$ cat config.mk
export PLATFORM = sky130hd
export DESIGN_NAME = queue_flags
export DESIGN_NICKNAME = d
export VERILOG_FILES = /design/src/rtl/queue_pkg.sv /design/src/rtl/queue_ram.sv /design/src/rtl/queue_flags.sv
export SDC_FILE = /design/constraint.sdc
export NUM_CORES = 1
export LEC_CHECK = 0
export ABC_AREA = 1
export CORE_MARGIN = 5
export CORE_UTILIZATION = 40
export DETAILED_ROUTE_END_ITERATION = 10
export SLEW_MARGIN = 20
export SYNTH_ARGS = -nofsm -noshare
export SYNTH_HDL_FRONTEND = slang
export SYNTH_SLANG_ARGS = --single-unit
$ cat constraint.sdc
create_clock -name clk -period 3 [get_ports clk]
set_input_delay 0.3 -clock clk [delete_from_list [all_inputs] [get_ports clk]]
set_output_delay 0.3 -clock clk [all_outputs]
set_load 0.1 [all_outputs]
$ cat src/rtl/queue_pkg.sv
// Shared sizing helpers and flag grouping for the parametrised single-clock queue.
// Legality checks are evaluated at elaboration by the instantiating module.
package queue_pkg;

    typedef struct packed {
        logic full;
        logic empty;
        logic almost_full;
        logic almost_empty;
    } flags_t;

    function automatic int depth_of(input int address_width);
        return 1 << address_width;
    endfunction

    function automatic int level_width(input int address_width);
        return address_width + 1;
    endfunction

    function automatic bit afull_ok(input int afull_level, input int address_width);
        return (afull_level >= 1) && (afull_level <= depth_of(address_width));
    endfunction

    function automatic bit aempty_ok(input int aempty_level, input int address_width);
        return (aempty_level >= 0) && (aempty_level <= depth_of(address_width) - 1);
    endfunction

endpackage

$ cat src/rtl/queue_ram.sv
// Simple dual-port storage: synchronous write, registered (fwft=0) or asynchronous (fwft=1) read.
// No flow control here; the caller only enables ports for accepted operations.
module queue_ram
    import queue_pkg::*;
#(
    parameter int data_width    = 8,
    parameter int address_width = 4,
    parameter int fwft          = 0
) (
    input  logic                     clk,
    input  logic                     reset,
    input  logic                     wr_en,
    input  logic [address_width-1:0] wr_addr,
    input  logic [data_width-1:0]    wr_dat,
    input  logic                     rd_en,
    input  logic [address_width-1:0] rd_addr,
    output logic [data_width-1:0]    rd_dat
);

    localparam int DEPTH = depth_of(address_width);

    logic [data_width-1:0] mem [DEPTH];

    always_ff @(posedge clk) begin
        if (wr_en) mem[wr_addr] <= wr_dat;
    end

    generate
        if (fwft != 0) begin : g_async_rd
            logic unused_ok;
            assign unused_ok = reset ^ rd_en;
            assign rd_dat    = mem[rd_addr];
        end else begin : g_reg_rd
            always_ff @(posedge clk or negedge reset) begin
                if (!reset)     rd_dat <= '0;
                else if (rd_en) rd_dat <= mem[rd_addr];
            end
        end
    endgenerate

endmodule

$ cat src/rtl/queue_flags.sv
// Single-clock queue with fill level, almost flags and sticky overflow/underflow errors.
// Read data one cycle after read_cmd (fwft=0) or head always presented (fwft=1); full accepts a write only with a read.
module queue_flags
    import queue_pkg::*;
#(
    parameter int data_width    = 8,
    parameter int address_width = 4,
    parameter int afull_level   = 14,
    parameter int aempty_level  = 2,
    parameter int fwft          = 0
) (
    input  logic                                  clk,
    input  logic                                  reset,
    input  logic                                  write_cmd,
    input  logic [data_width-1:0]                 write_data,
    input  logic                                  read_cmd,
    input  logic                                  clear_err,
    output logic [data_width-1:0]                 read_data,
    output logic                                  full,
    output logic                                  empty,
    output logic                                  almost_full,
    output logic                                  almost_empty,
    output logic [level_width(address_width)-1:0] level,
    output logic                                  overflow,
    output logic                                  underflow
);

    localparam int DEPTH = depth_of(address_width);
    localparam int LW    = level_width(address_width);

    if (!afull_ok(afull_level, address_width)) begin : g_bad_afull
        $error("queue_flags: afull_level out of range 1..DEPTH");
    end
    if (!aempty_ok(aempty_level, address_width)) begin : g_bad_aempty
        $error("queue_flags: aempty_level out of range 0..DEPTH-1");
    end

    logic [address_width-1:0] wr_ptr;
    logic [address_width-1:0] rd_ptr;
    logic [LW-1:0]            level_q;
    logic                     rd_ok;
    logic                     wr_ok;
    logic [data_width-1:0]    ram_dat;
    flags_t                   flg;

    always_comb begin
        flg              = '0;
        flg.full         = (level_q == LW'(DEPTH));
        flg.empty        = (level_q == '0);
        flg.almost_full  = (level_q >= LW'(afull_level));
        flg.almost_empty = (level_q <= LW'(aempty_level));
    end

    // A full queue frees a slot in the same cycle it is read, so the write may proceed.
    assign rd_ok = read_cmd & ~flg.empty;
    assign wr_ok = write_cmd & (~flg.full | read_cmd);

    always_ff @(posedge clk or negedge reset) begin
        if (!reset) begin
            wr_ptr    <= '0;
            rd_ptr    <= '0;
            level_q   <= '0;
            overflow  <= 1'b0;
            underflow <= 1'b0;
        end else begin
            if (wr_ok) wr_ptr <= wr_ptr + 1'b1;
            if (rd_ok) rd_ptr <= rd_ptr + 1'b1;
            if (wr_ok && !rd_ok)      level_q <= level_q + 1'b1;
            else if (rd_ok && !wr_ok) level_q <= level_q - 1'b1;
            overflow  <= (write_cmd & ~wr_ok) | (overflow  & ~clear_err);
            underflow <= (read_cmd  & ~rd_ok) | (underflow & ~clear_err);
        end
    end

    queue_ram #(
        .data_width    (data_width),
        .address_width (address_width),
        .fwft          (fwft)
    ) u_ram (
        .clk     (clk),
        .reset   (reset),
        .wr_en   (wr_ok),
        .wr_addr (wr_ptr),
        .wr_dat  (write_data),
        .rd_en   (rd_ok),
        .rd_addr (rd_ptr),
        .rd_dat  (ram_dat)
    );

    generate
        if (fwft != 0) begin : g_fwft
            // Keeps the last presented head visible once the queue drains.
            logic [data_width-1:0] hold_q;
            always_ff @(posedge clk or negedge reset) begin
                if (!reset)          hold_q <= '0;
                else if (!flg.empty) hold_q <= ram_dat;
            end
            assign read_data = flg.empty ? hold_q : ram_dat;
        end else begin : g_reg
            assign read_data = ram_dat;
        end
    endgenerate

    assign full         = flg.full;
    assign empty        = flg.empty;
    assign almost_full  = flg.almost_full;
    assign almost_empty = flg.almost_empty;
    assign level        = level_q;

endmodule

==> flow_results.org <==
** Yosys
- Number of synthesized register bits :: between 150 and 200
- Netlist cell types :: 27
- Synthesized net count :: 694
- Number of instances in the synthesized netlist :: around 670
- Yosys printed 0 warnings.
- In the post-synthesis netlist, the cell with the most instances is nand2_1.
- Area share of the largest cell type after synthesis :: about 57%
- Summed over all instances, the cell type with the most area after synthesis is edfxtp_1.
- Dividing the synthesized area by the synthesized cell count gives approximately 10 µm².
- Summing the sequential cell areas from Yosys gives 65.6% of the chip area.
- Sorting the synthesized cells by how often they occur yields 214 x nand2_1, 128 x edfxtp_1, 113 x inv_1.
- Post-synth ARST share :: about 15%
- Top post-synthesis cells by area :: edfxtp_1 57%, nand2_1 12%, dfrtp_1 8.5%, nand3_1 7.6%, inv_1 6.3%
- In the synthesized netlist the dominant register cell turns out to be edfxtp_1.
- Counting flops with a built-in enable in the synthesized netlist gives ~130.
- The cell area that synthesis handed to floorplanning was 6740 µm².

** Global route
- Largest net degree at the start of global routing :: 67
- Global routing consumed, over all layers together, between 10% and 20% of the routing resources.
- After global routing the overflow that remains totals 0.
- First-pass GRT wire length :: 24.5 mm
- Via count of the first global-routing pass :: approximately 4500
- The number of antenna violations at the first check in global routing came to 0.

** Worst setup path
- Slowest library cell on the worst path :: dfrtp_2
- The critical path goes through nor2_1 -> nand4_1 -> nand2_1 -> ha_1 -> inv_1 -> fa_1 -> a21oi_1 -> nor2_1 -> nor2_1 -> xor2_1 -> nand2_1 -> nand2_1.
- In this run the worst path has a maximum fanout of 6.
- Maximum cell stage delay along the critical path :: 0.46 ns
- The critical path runs through a total of 12 cells.
- Startpoint type of the worst setup path :: flop
- Element type at the critical path end :: flop
- In this run the critical register-to-register path is launched from level[0].
- Data arrival time of the worst path :: ~2.7 ns
- The number of cells on the worst reg-to-reg path is 12.
- By startpoint and endpoint, the worst setup path is classified as flop to flop.
- In this run the worst setup path begins at level[0].
- For the worst setup path, the data required time is about 3.4 ns.
- Crit path buffers/inverters :: 1
- Family of cells with the greatest summed delay on the critical path :: simple AND/OR/NAND/NOR gates

** Layout
- The area growth from synthesis to layout is 16.0%.
- The repair_antennas step left the layout with diodes totalling 0.
- Share of final-layout standard cells stronger than drive strength 1 :: under 10%
- Net count, final :: around 730

** Clock tree
- Buffers inserted during clock tree synthesis total 17.
- After clock tree synthesis, the repair step resized 0 gates.
- The H-tree generated during clock tree synthesis spans 4 levels.
- Post-CTS Setup Bufs :: 0
- Hold Buf Count CTS :: 0
- CTS placed an instance of clkbuf_16 at the clock tree root.
- The clock net in this run drives a total of between 150 and 200 sinks.
- The later pin in the worst-skew pair is clocked with a latency of 0.42 ns.
- CTS clk-pin slew, worst paths :: roughly 0.06 ns
- Clock buffer depth :: 2
- TritonCTS built the clock tree.

** Timing
- Hold Fails Final Rpt :: 0
- Setup slack on the critical path of the routed design comes to roughly 0.68 ns.
- F_max :: roughly 430 MHz
- Worst hold slack :: 0.242 ns
- In the finished design, the share of the clock period the worst path needs comes to 77.5%.
- Setup total negative slack :: 0 ns
- Headroom to the max-slew limit came out at 37.4%.
- Setup violations remaining at the end of the flow were counted as 0.
- Slew of the pin with the lowest slew margin :: approximately 0.94 ns
- Minimum clock period :: 2.32 ns
- On the final layout, the worst clock skew is 0.00616 ns.
- Unrepaired setup endpoints after global routing :: false
- The number of max-slew violations in the final report was 0.

** Pwr
- The clock network burns between 20% and 30% of the power.
- Cell internal power dissipation :: 4.74 mW
- Pwr Total :: slightly above 8 mW
- Sequential cells burn between 30% and 40% of the power.
- Fraction of power spent switching nets :: 42.1%
- Peak supply drop :: about 0.00054 V
- Static leakage power :: 3.41 nW
- Per report_power, the combinational group accounts for around two fifths of the total.
- Power per unit of standard cell area :: roughly 1000 nW/µm²
- Switching component of the power :: 3.45 mW

** Detailed routing
- WL final :: around 15 mm
- Detailed-routing iteration count for the pre-antenna-repair pass :: 6
- The final route contains 4485 vias.
- Detailed-route vias per instance :: around 4.8
- Once detail routing completed, the nets flagged for antenna violations numbered 0.
- For this block, the initial DRC count from the detailed router was approximately 420.
- Dividing the detail-routed wire length by the instance count gives about 16 µm.
- In the routed design, unresolved DRC markers number 0.

** Floorplan
- The floorplan step set the die width to about 140 µm.
- After floorplanning, the core was divided into 47 placement rows.
- The die is between 100 and 150 µm tall.
- Starting Density :: roughly 41%
- The total area inside the core boundary comes to around 17000 µm².
- The die covers 19500 µm².
- Top-level port count :: 32

** Place
- The count of buffers added on input and output ports is 31.
- Detailed-placement wirelength estimate :: slightly above 10 mm
- GP Congestion :: 0.904
- Prior to clock tree synthesis, the placed netlist has a worst setup slack of roughly 0.56 ns.

** Status
- Run status :: finished clean

** Hold path
- The path class of the tightest hold or removal check is input port to asynchronous set/reset pin.

** Flow run
- Max-cap violations in this run came to 0.
[kinds of logic (layout without fill, tap and decap cells)]
kind of cell | Yosys count | after routing | share of synthesized area (%)
fa+ha+maj | 10 | 10 | 1.97
flops | 151 | 151 | 65.6
xor+xnor | 8 | 8 | 1.04
buf+inv | 145 | 190 | 8.97
simple gates | 342 | 342 | 21.1
compound gates | 15 | 15 | 1.30
[layout by cell type (no fill, tap or decap), drive strengths merged, types with 7 or more instances in the layout]
cell,instances
nand3,102
buf,29
ha,9
edfxtp,128
nand2,217
clkbuf,20
dfrtp,23
inv,116
nor2,22
clkinv,7
xor2,7
o21ai,8
clkdlybuf4s50,12
[path summary, 6_finish.rpt]
path,end,slack [ns]
worst max-delay path,level[4],0.68
worst min-delay path,level[0],0.24
worst max register to register,level[4],0.68
worst min register to register,u_ram.rd_dat[2],0.48
max in group asynchronous,rd_ptr[0],2.49
min in group clk,u_ram.rd_dat[2],0.48
[sequential cells by signal, summed over array words and instances, names as in the netlist]
register	cells
level	5
rd_ptr	4
underflow	1
u_ram.mem	128
u_ram.rd_dat	8
wr_ptr	4
overflow	1
[worst reg2reg max path, cell delays in order (launching register included)]
cell     delay, ns
dfrtp_2       0.46
nor2_1        0.18
nand4_1       0.16
nand2_1       0.13
ha_1          0.18
inv_1         0.10
fa_1          0.41
a21oi_1       0.17
nor2_1        0.05
nor2_1        0.10
xor2_1        0.17
nand2_1       0.08
nand2_1       0.06
[area by class of cell]
class / count / area (µm²)
Clock inverter: 12 / 153
Clock buffer: 20 / 437
Tap cell: 220 / 275
Inverter: 117 / 439
Fill cell: 1553 / 8760
Sequential cell: 151 / 4430
Multi-Input combinational cell: 375 / 1740
Timing Repair Buffer: 41 / 350
[per-stage QoR]
stage	cell area, µm²	instances	utilization, %
after global placement	7230	904	43.6
after CTS	7820	936	47.1
after detailed placement	7230	904	43.6
after floorplan	6770	671	-
after global routing	7820	936	47.1
final	7820	936	47.1
[power by group through the flow]
stage                     sequential, mW  combinational, mW  clock [mW]
after floorplan                     3.45               1.85           0
after global placement              2.83               3.24           0
after detailed placement            2.84               3.27           0
after CTS                           2.80               3.29        2.16
after global routing                2.83               3.58        2.24
final                               2.80               3.27        2.12
[per-layer routing]
| layer | up-vias | track usage, % | share of wire (%) |
|---|---|---|---|
| li1 | 2215 | - | - |
| met1 | 2121 | 22.7 | 45 |
| met2 | 123 | 25.3 | 47 |
| met3 | 26 | 3.09 | 4.8 |
| met4 | 0 | 6.48 | 2.3 |
| met5 | - | 0 | 0 |
(Power assumes the default switching activity.)
